### config.mk
export PLATFORM = sky130hd
export DESIGN_NAME = click_record_reader_flat
export DESIGN_NICKNAME = d
export VERILOG_FILES = /design/src/rtl/click_record_reader_if.sv /design/src/rtl/click_record_reader.sv /design/src/flat_wrapper.sv
export SDC_FILE = /design/constraint.sdc
export NUM_CORES = 1
export LEC_CHECK = 0
export ABC_AREA = 1
export BUFFER_PORTS_ARGS = -buffer_cell sky130_fd_sc_hd__buf_2
export CORE_UTILIZATION = 45
export CTS_BUF_LIST = sky130_fd_sc_hd__clkbuf_16
export CTS_CLUSTER_SIZE = 8
export DETAILED_ROUTE_END_ITERATION = 10
export HOLD_SLACK_MARGIN = 0.1
export PLACE_DENSITY_LB_ADDON = 0.05
export SYNTH_ARGS = -nofsm -noshare
export SYNTH_HDL_FRONTEND = slang
export SYNTH_SLANG_ARGS = --single-unit
### constraint.sdc
create_clock -name clk -period 4 [get_ports clk]
set_input_delay 1 -clock clk [delete_from_list [all_inputs] [get_ports clk]]
set_output_delay 1 -clock clk [all_outputs]
set_load 0.02 [all_outputs]
### src/rtl/click_record_reader_if.sv
// Record input and event output bundle of the click record reader.
// The master side produces records and consumes events; the slave side is the reader.
interface click_record_reader_if #(
    parameter int EPOCH_W = 12
);
    logic [40:0]          rec_data;
    logic                 rec_ready;
    logic                 out_valid;
    logic                 out_ready;
    logic [3:0]           out_channel;
    logic [36+EPOCH_W-1:0] out_time;

    modport master (
        output rec_data, rec_ready, out_ready,
        input  out_valid, out_channel, out_time
    );

    modport slave (
        input  rec_data, rec_ready, out_ready,
        output out_valid, out_channel, out_time
    );
endinterface

### src/rtl/click_record_reader.sv
// Receive-side consumer of 41-bit click registration records.
// Extends the 36-bit timestamp with an epoch counter driven by wrap markers
// and buffers channel events in a first-word-fall-through FIFO.
module click_record_reader #(
    parameter int DEPTH_LOG2 = 4,
    parameter int EPOCH_W    = 12
) (
    input  logic                 clk,
    input  logic                 clear_n,
    click_record_reader_if.slave rec,
    output logic [15:0]          lost_count,
    output logic                 overflow
);
    localparam int DEPTH   = 1 << DEPTH_LOG2;
    localparam int TIME_W  = 36 + EPOCH_W;
    localparam int ENTRY_W = 4 + TIME_W;

    logic [EPOCH_W-1:0]  epoch;
    logic                armed;
    logic [EPOCH_W-1:0]  epoch_eff;
    logic                is_wrap;
    logic                is_event;
    logic [3:0]          rec_channel;
    logic                push;
    logic                pop;
    logic                drop;
    logic                full;
    logic                empty;

    logic [ENTRY_W-1:0]  mem [DEPTH];
    logic [DEPTH_LOG2:0] wr_ptr;
    logic [DEPTH_LOG2:0] rd_ptr;
    logic [DEPTH_LOG2:0] count;
    logic [ENTRY_W-1:0]  head;

    // Record classification and push/pop/drop decisions; rec_data is only
    // looked at while rec_ready is high, so a floating bus never leaks in.
    always_comb begin
        rec_channel = rec.rec_data[40:37];
        is_wrap     = rec.rec_ready && rec.rec_data[36];
        is_event    = rec.rec_ready && (rec_channel != 4'b0000);
        epoch_eff   = (is_wrap && armed) ? epoch + EPOCH_W'(1) : epoch;
        full        = (count == (DEPTH_LOG2+1)'(DEPTH));
        empty       = (count == '0);
        pop         = !empty && rec.out_ready;
        push        = is_event && (!full || pop);
        drop        = is_event && full && !pop;
    end

    // Epoch tracking: the first marker only arms, later markers advance the epoch.
    always_ff @(posedge clk or negedge clear_n) begin
        if (!clear_n) begin
            epoch <= '0;
            armed <= 1'b0;
        end else if (is_wrap) begin
            armed <= 1'b1;
            epoch <= epoch_eff;
        end
    end

    // FIFO pointers and registered occupancy.
    always_ff @(posedge clk or negedge clear_n) begin
        if (!clear_n) begin
            wr_ptr <= '0;
            rd_ptr <= '0;
            count  <= '0;
        end else begin
            if (push) wr_ptr <= wr_ptr + 1'b1;
            if (pop)  rd_ptr <= rd_ptr + 1'b1;
            if (push && !pop)      count <= count + 1'b1;
            else if (pop && !push) count <= count - 1'b1;
        end
    end

    // FIFO storage; contents need no reset because occupancy gates visibility.
    always_ff @(posedge clk) begin
        if (push) mem[wr_ptr[DEPTH_LOG2-1:0]] <= {rec_channel, epoch_eff, rec.rec_data[35:0]};
    end

    // Loss accounting for events arriving at a full FIFO with no pop.
    always_ff @(posedge clk or negedge clear_n) begin
        if (!clear_n) begin
            lost_count <= '0;
            overflow   <= 1'b0;
        end else if (drop) begin
            overflow <= 1'b1;
            if (lost_count != 16'hFFFF) lost_count <= lost_count + 16'd1;
        end
    end

    // Head presentation; forced to zero while empty so reset drives known values.
    always_comb begin
        head            = mem[rd_ptr[DEPTH_LOG2-1:0]];
        rec.out_valid   = !empty;
        rec.out_channel = empty ? 4'b0000 : head[ENTRY_W-1 -: 4];
        rec.out_time    = empty ? '0 : head[TIME_W-1:0];
    end
endmodule

### src/flat_wrapper.sv
// flat-port wrapper written by rule: the top's interface ports become plain ports
module click_record_reader_flat 
#(
    parameter int DEPTH_LOG2 = 4,
    parameter int EPOCH_W    = 12
)
  (clk, clear_n, lost_count, overflow, rec_rec_data, rec_rec_ready, rec_out_ready, rec_out_valid, rec_out_channel, rec_out_time);
  click_record_reader_if #(.EPOCH_W(EPOCH_W)) rec_i ();
  input  logic clk;
  input  logic clear_n;
  output logic [15:0] lost_count;
  output logic overflow;
  input wire logic [$bits(rec_i.rec_data)-1:0] rec_rec_data;
  input wire logic [$bits(rec_i.rec_ready)-1:0] rec_rec_ready;
  input wire logic [$bits(rec_i.out_ready)-1:0] rec_out_ready;
  output wire logic [$bits(rec_i.out_valid)-1:0] rec_out_valid;
  output wire logic [$bits(rec_i.out_channel)-1:0] rec_out_channel;
  output wire logic [$bits(rec_i.out_time)-1:0] rec_out_time;
  assign rec_i.rec_data = rec_rec_data;
  assign rec_i.rec_ready = rec_rec_ready;
  assign rec_i.out_ready = rec_out_ready;
  assign rec_out_valid = rec_i.out_valid;
  assign rec_out_channel = rec_i.out_channel;
  assign rec_out_time = rec_i.out_time;
  click_record_reader #(.DEPTH_LOG2(DEPTH_LOG2), .EPOCH_W(EPOCH_W)) u_core (.clk(clk), .clear_n(clear_n), .rec(rec_i), .lost_count(lost_count), .overflow(overflow));
endmodule
==> results by stage, run 1 <==
Finish:
- The flip-flop and latch area is 26100 µm².
- In the final layout, the multi-input gates occupy 8970 µm².
- The layout has 7103 filler cells.
- The ratio of cells with drive above 1 in the final layout is 0.0959.
- After the last flow step, the layout net total stands at 3768.
- Measured on the finished design, the core utilization comes to 0.525.
- From synthesis to final layout, the design area changed by 15.4%.

Synthesis:
- The number of nets handed over by synthesis was 3623.
- In the post-synthesis netlist, the biggest area contributors are sky130_fd_sc_hd__edfxtp_1 (67%), sky130_fd_sc_hd__nand2_1 (14%), sky130_fd_sc_hd__nand3_1 (7.2%).
- In this run, synthesis inferred 832 flip-flops with an integrated enable.
- The fraction of the yosys area taken by sequential cells is 0.697.
- During synthesis, Yosys emitted a total of 0 warnings.
- The average cell area after synthesis is 10.5 µm².
- The post-synthesis instance area is 37400 µm².
- The synthesized design contains 875 register bits.
- The dominant cell by count in the synthesized netlist is sky130_fd_sc_hd__nand2_1.
- The number of unique standard cell types used by synthesis is 25.
- In the synthesized netlist the dominant register cell turns out to be sky130_fd_sc_hd__edfxtp_1.
- The area share of the largest cell type after synthesis is 0.668.
- The biggest area contributor in the post-synthesis netlist is sky130_fd_sc_hd__edfxtp_1.
- In the synthesized netlist, the number of instances is 3566.
- Of all flip-flops after synthesis, the portion carrying an async set or reset was 0.0491.
- Counting instances in the post-synthesis netlist gives the leading cell types as sky130_fd_sc_hd__nand2_1 (1346), sky130_fd_sc_hd__edfxtp_1 (832), sky130_fd_sc_hd__nand3_1 (538), sky130_fd_sc_hd__inv_1 (449), sky130_fd_sc_hd__buf_2 (76).

Setup path:
- For the worst setup path, the data required time is 3.00 ns.
- The classification of the worst setup path is register to primary output.
- STA classifies the critical path startpoint as a register.
- The highest net fanout along the worst path is 52.
- Data arrives at the worst endpoint at 2.91 ns.
- STA classifies the critical path endpoint as a primary output.

Clocking:
- Clock tree synthesis selected as its root buffer the cell sky130_fd_sc_hd__clkbuf_16.
- The clock-pin slew of the registers on the worst-case setup and hold paths is 0.05 ns.
- The total clock sinks is 875.
- In this run the post-CTS setup repair buffer count came out at 0.
- The count of hold buffers inserted by post-cts repair is 0.
- For the worst-skew pair, the clock arrives at the later sink with an insertion delay of 0.67 ns.
- The number of clock buffers added by TritonCTS is 119.
- No sink is reached through more buffers than the 3 on the longest clock path.
- The number of levels the H-tree was split into is 3.
- The clock tree from TritonCTS is built.

STA:
- Static timing analysis puts the maximum clock frequency at 0.256 GHz.
- The total count of hold-check failures in the final report came to 0.
- The final total negative setup slack is 0 ns.
- Between clock sinks in the finished design, the worst skew comes to 0.0205 ns.
- Setup repair after global routing could not meet its margin everywhere.
- The clock period minus final worst setup slack is 3.91 ns.
- In the post-route analysis, the smallest setup slack over all paths is 0.0931 ns.
- The final number of max-transition violations came to 0.
- In this run the tightest slew margin relative to its limit is 0.240.
- Setup violations remaining at the end of the flow were counted as 0.
- The share of the clock period used by the worst path after layout is 0.977.
- The slew of the pin with the lowest slew margin is 1.13 ns.

Die:
- The initialized floorplan defines 105 standard-cell rows.
- The die extent in x is 290 µm.
- In this run the vertical extent of the chip is 290 µm.
- In this run the count of I/O pins placed on the die edge is 115.
- The floorplan core area is 82100 µm².
- The overall die area is 84300 µm².
- The starting density of the core is 0.455.

Power:
- Overall power consumption after layout is estimated at 0.0319 W.
- For this design the static power due to leakage is 18.1 nW.
- The ratio of total power to cell area is 740 nW/µm².
- The worst-case vdd ir drop is 582 µV.

Routing:
- Dividing the detail-routed via count by the number of cells gives 5.18.
- The routed layout has 25024 vias.
- The final routed DRC violation total is 0.
- The final routed wirelength across all metal layers is 99.9 mm.
- The DRC marker count from the first detailed-route iteration is 1808.
- The first TritonRoute pass finished after 7 iterations.
- The number of routed nets with antenna violations is 0.
- In the final routed layout, each cell accounts on average for 20.7 µm.

Status:
- The flow ran to the end, and the final reports show no timing, DRC or antenna violations.

Global routing:
- The number of global-route vias before repair was 24758.
- The initial antenna violation count was 3.
- The wire length of the first global-routing pass is 150 mm.
- The global routing usage summed across all routing layers is 0.234.
- The maximum number of pins on one net before global-route repair is 176.
- The total congestion overflow after global routing is 0.

Hold path:
- The path class of the tightest hold or removal check is primary input to asynchronous set/reset pin.

Placement:
- Summed over all nets, the half-perimeter wirelength after detailed placement is 50.8 mm.
- The worst-case setup slack after placement is 0.555 ns.
- The count of buffers added on input and output ports is 114.
- Routability-driven placement finished with a final weighted congestion of 0.807.

Job:
- Max-cap violations in this run came to 0.
## final timing paths
check	from	to	slack [ns]	depth (start not counted)
worst max-delay path	u_core.rd_ptr[0]	rec_out_time[0]	0.09	10
worst min-delay path	clear_n	u_core.epoch[4]	0.27	1
worst max register to register	u_core.count[0]	u_core.count[4]	1.38	14
worst min register to register	u_core.armed	u_core.armed	0.47	1
max in group asynchronous	clear_n	u_core.count[4]	2.94	2
min in group clk	u_core.armed	u_core.armed	0.47	1
## power breakdown
group,switching [W],internal (W)
sequential,0.000373,0.0111
combinational,0.00815,0.00336
clock,0.00360,0.00536
total,0.0121,0.0198
## layer usage
metal,vias up,GRT usage,wire length [µm]
met3,165,0.0309,5790
met2,763,0.391,47600
li1,11953,-,-
met1,12143,0.321,44100
met4,0,0.0703,2380
met5,-,0,0
## cell families after synthesis
group | Yosys count | share of synthesized area
AO/OA/AOI/OAI | 63 | 0.00860
XOR/XNOR | 40 | 0.00937
adder cells (fa/ha/maj) | 12 | 0.00422
buffers and inverters | 631 | 0.0666
flip-flops | 875 | 0.697
AND/OR/NAND/NOR | 1945 | 0.214
## stage by stage
| stage | hold WS [ns] | cell area (µm²) | instances |
|---|---|---|---|
| after global routing | 0.269 | 43100 | 4827 |
| after global placement | 0.460 | 39800 | 4658 |
| after detailed placement | 0.466 | 39800 | 4658 |
| after CTS | 0.253 | 43100 | 4823 |
| after floorplan | 0.449 | 37400 | 3566 |
| final | 0.275 | 43100 | 4828 |
## timing repair
action                     4_1_cts  5_1_grt
cloned                           0        2
setup endpoints to repair        2       12
resized for setup                1        3
pin swaps                        0        0
## sequential cells by signal, indices dropped and copies added, names as in the netlist
signal	cells
u_core.lost_count	16
u_core.overflow	1
u_core.armed	1
u_core.rd_ptr	4
u_core.count	5
u_core.mem	832
u_core.epoch	12
u_core.wr_ptr	4
## worst max-delay path, stage by stage, from the launching register on
cell and delay [ns]:
sky130_fd_sc_hd__dfrtp_4 0.59, sky130_fd_sc_hd__inv_8 0.28, sky130_fd_sc_hd__buf_12 0.24, sky130_fd_sc_hd__buf_12 0.27
sky130_fd_sc_hd__nand2_1 0.08, sky130_fd_sc_hd__nand2_1 0.06, sky130_fd_sc_hd__nand2_1 0.04, sky130_fd_sc_hd__nand3_1 0.10
sky130_fd_sc_hd__nand3_1 0.07, sky130_fd_sc_hd__a21oi_1 0.24, sky130_fd_sc_hd__buf_2 0.23
## area by class of cell
cell class                 instances  share of cell area
sequential                       875               0.604
clock inverter                    42             0.00400
antenna                            3            0.000174
multi-input combinational       2060               0.208
tap                             1070              0.0310
timing repair buffer             203              0.0413
inverter                         452              0.0398
clock buffer                     123              0.0713
## cells in the final DEF (no fill, tap or decap), types with 8 or more instances in the layout
master and count:
sky130_fd_sc_hd__nand3_1 538, sky130_fd_sc_hd__nor2_4 17, sky130_fd_sc_hd__nor2_1 24, sky130_fd_sc_hd__xor2_1 27, sky130_fd_sc_hd__buf_2 114, sky130_fd_sc_hd__nand2_1 1346, sky130_fd_sc_hd__dfrtp_1 39, sky130_fd_sc_hd__inv_1 486
sky130_fd_sc_hd__buf_12 37, sky130_fd_sc_hd__xnor2_1 13, sky130_fd_sc_hd__edfxtp_1 832, sky130_fd_sc_hd__ha_1 11, sky130_fd_sc_hd__clkbuf_16 125, sky130_fd_sc_hd__a21oi_1 54, sky130_fd_sc_hd__buf_4 47, sky130_fd_sc_hd__nor3_1 8
(Power assumes the default switching activity.)
==> inputs of run 2 (changes only) <==
--- a/config.mk
+++ b/config.mk
@@ -7,6 +7,7 @@
 export LEC_CHECK = 0
 export ABC_AREA = 1
 export BUFFER_PORTS_ARGS = -buffer_cell sky130_fd_sc_hd__buf_2
+export CORE_ASPECT_RATIO = 1.25
 export CORE_UTILIZATION = 45
 export CTS_BUF_LIST = sky130_fd_sc_hd__clkbuf_16
 export CTS_CLUSTER_SIZE = 8
==> run 2 against run 1 <==
Final area about the same. Power decreased by 0.76%. Clock-buffer cell count decreased by 4. Register-to-register slack got worse by 0.07 ns. Combinational power about the same. Routed wire length is 0.24% higher. Die area about the same. Sequential power hardly changed. Sequential cell count did not move. Critical path depth down 3. Via count up 0.86%. Sequential share of layout area about the same. Largest cell class unchanged. Largest power group unchanged. Highest routed layer unchanged.
==> results by stage, run 2 (synthesis results as in run 1) <==
Clocking:
- The clock tree root driver cell is sky130_fd_sc_hd__clkbuf_16.
- The worst-case clock buffer depth was 3 (unchanged).
- The clock tree from TritonCTS is built.
- The count of hold buffers inserted by post-cts repair was 0 (unchanged).
- The clock-pin slew of the registers on the worst-case setup and hold paths is 0.06 ns (about the same).
- The clock insertion delay at the later pin of the skew report is 0.68 ns (about the same).
- The total clock sinks is 875 (unchanged).
- The buffer count from post-CTS setup fixing was 0 (unchanged).
- The number of buffers added by the clock tree synthesis step is 119 (unchanged).
- The number of levels the H-tree was split into is 3 (unchanged).

Die:
- The starting density of the core is 0.457 (+0.00155).
- The height of the chip is 324 µm (+12%).
- The floorplan core area is 81800 µm² (-0.34%).
- The cell row count came to 117 (+11%).
- The overall die area is 84300 µm² (about the same).
- The die extent in x is 260 µm (-10%).
- The top-level port count is 115 (unchanged).

Placement:
- The final HPWL from detailed placement is 50.6 mm (-0.26%).
- The weighted congestion reported at the end of routability-driven placement is 0.787 (-2.5%).
- The placed cell area is 39800 µm² (about the same).
- The quantity of I/O buffers inserted on ports is 114 (unchanged).

STA:
- The final total negative setup slack is 0 ns (unchanged).
- The clock period minus final worst setup slack is 3.86 ns (-0.0518 ns).
- Setup repair after global routing left no endpoint under its margin.
- The share of the clock period used by the worst path after layout is 0.964 (-0.0130).
- The count of final setup violators is 0 (unchanged).
- The slew of the pin with the lowest slew margin was 1.26 ns (+0.125 ns).
- The worst max-slew margin expressed relative to the limit is 0.156 (-0.0840).
- The final number of max-transition violations came to 0 (unchanged).
- The smallest hold slack is 0.424 ns (+0.149 ns).
- The setup skew after layout was 0.0241 ns (+0.00357 ns).
- The total count of hold-check failures in the final report was 0 (unchanged).
- The achievable frequency was 0.259 GHz (+1.3%).

Setup path:
- The critical path data required time was 3.00 ns (about the same).
- The setup slack of the worst register-to-register path is 1.31 ns (-0.07 ns).
- Among all stages on the critical path, the largest delay is contributed by sky130_fd_sc_hd__dfrtp_4.
- The worst setup path is launched from a register.
- The critical path data arrival time is 2.86 ns (-0.05 ns).
- The worst stage delay on the critical path is 0.55 ns (-0.04 ns).
- The worst reg-to-reg path cell count is 7 (-7).
- Walking the worst path, the cells encountered are inv_6, buf_12, nand3_1, nand3_1, nand3_1, a21oi_1, buf_2.
- The worst register-to-register path begins at u_core.count[0].
- The classification of the worst setup path is register to primary output.
- The highest net fanout along the worst path was 82 (+58%).
- The worst register-to-register path ends at u_core.mem[3][19].
- STA classifies the critical path endpoint as a primary output.
- The cell occurring most often along the worst timing path is sky130_fd_sc_hd__nand3_1.

Finish:
- In the layout the commonest cells are sky130_fd_sc_hd__nand2_1 (1346), sky130_fd_sc_hd__edfxtp_1 (832), sky130_fd_sc_hd__nand3_1 (538), sky130_fd_sc_hd__inv_1 (484), sky130_fd_sc_hd__clkbuf_16 (120).
- The flip-flop and latch area came to 26100 µm² (unchanged).
- The cell area after layout is 43100 µm² (about the same).
- The number of nets in the layout is 3770 (+0.053%).
- The multi-input logic area is 8970 µm² (unchanged).
- The growth of design area from synthesis to finish is 15.3% (about the same).
- The filler cell count in the final layout was 7171 (+0.96%).
- The number of flip-flops under the largest register name is 832 (unchanged).
- The library cell used most frequently in the layout, excluding fill and tap cells, is sky130_fd_sc_hd__nand2_1.
- The ratio of cells with drive above 1 in the final layout is 0.0967 (+0.000799).

Routing:
- The number of detailed-routing iterations run before antenna repair is 6 (-1).
- The number of routed nets with antenna violations is 0 (unchanged).
- The total via count in the routed design was 25238 (+0.86%).
- The wire length per cell is 20.7 µm (+0.21%).
- The DRC marker count from the first detailed-route iteration is 2030 (+12%).
- The via density per instance was 5.23 (+0.83%).
- The final routed wirelength across all metal layers is 100 mm (+0.24%).
- The final routed DRC violation total was 0 (unchanged).

Status:
- The run finished with clean final reports.

Job:
- The number of maximum-capacitance constraint violations was 0 (unchanged).

Power:
- The internal power summed over all cells is 0.0197 W (-0.71%).
- The switching share of power is 0.379 (about the same).
- The sequential power share is 0.360 (about the same).
- The clock share of power is 0.281 (about the same).
- The combinational share of power is 0.359 (about the same).
- The ratio of total power to cell area was 735 nW/µm² (-0.68%).
- The sum of internal, switching and leakage power is 0.0317 W (-0.76%).
- The net switching component of the power is 0.0120 W (-0.83%).
- The worst-case vdd ir drop is 695 µV (+19%).
- The leakage component of the power is 18.1 nW (-0.11%).

Global routing:
- The total congestion overflow after global routing is 0 (unchanged).
- The initial antenna violation count is 1 (-2).
- The global routing usage summed across all routing layers is 0.239 (+0.00463).
- The maximum number of pins on one net before global-route repair is 128 (-27%).
- The wire length of the first global-routing pass came to 152 mm (+1.3%).
- The number of global-route vias before repair is 25154 (+1.6%).

Hold path:
- The class of the most critical hold timing path is primary input to asynchronous set/reset pin.
run 2: what timing repair did:
item                                    CTS  global route
cloned                                    0             1
endpoints found under the setup margin    6            25
gates resized for setup                   1             8
run 2: power groups by stage:
stage / clock network [W] / registers [W] / logic, W
3_5_place_dp: 0 / 0.0116 / 0.0114
3_3_place_gp: 0 / 0.0115 / 0.0113
2_1_floorplan: 0 / 0.0115 / 0.00719
6_report: 0.00891 / 0.0114 / 0.0114
5_1_grt: 0.00946 / 0.0115 / 0.0125
4_1_cts: 0.00912 / 0.0114 / 0.0114
run 2: area by class of cell:
type | count | area share
Antenna cell | 3 | 0.000174
Clock buffer | 119 | 0.0691
Clock inverter | 44 | 0.00586
Inverter | 452 | 0.0402
Multi-Input combinational cell | 2060 | 0.208
Sequential cell | 875 | 0.605
Tap cell | 1071 | 0.0311
Timing Repair Buffer | 205 | 0.0406
run 2: worst max path at each step:
stage | to | start | slack (ns)
2_1_floorplan | u_core.mem[11][0] | rec_rec_data[40] | -0.27
5_1_grt | rec_out_time[46] | u_core.rd_ptr[0] | 0.01
3_3_place_gp | u_core.mem[3][22] | rec_rec_data[37] | 0.55
6_report | rec_out_time[18] | u_core.rd_ptr[1] | 0.14
3_5_place_dp | u_core.mem[3][20] | rec_rec_data[37] | 0.51
4_1_cts | rec_out_time[47] | u_core.rd_ptr[0] | 0.02
run 2: stage by stage:
step	instances	setup slack, ns	utilization
2_1_floorplan	3566	-0.268	-
3_3_place_gp	4662	0.549	0.486
3_5_place_dp	4662	0.510	0.486
4_1_cts	4825	0.0207	0.526
5_1_grt	4827	0.0112	0.527
6_report	4829	0.145	0.527
run 2: critical path: cells and delay by family (launching register included):
family / cells / cell delay (ns)
flops: 1 / 0.55
simple gates: 3 / 0.31
compound gates: 1 / 0.33
buf+inv: 3 / 0.94
run 2: metal layers:
layer  global-route usage  vias up  part of all wire
met1                0.326    12416              0.44
met3               0.0279      177             0.048
met5                    0        -                 0
met2                0.398      697              0.49
li1                     -    11948                 -
met4               0.0760        0             0.025
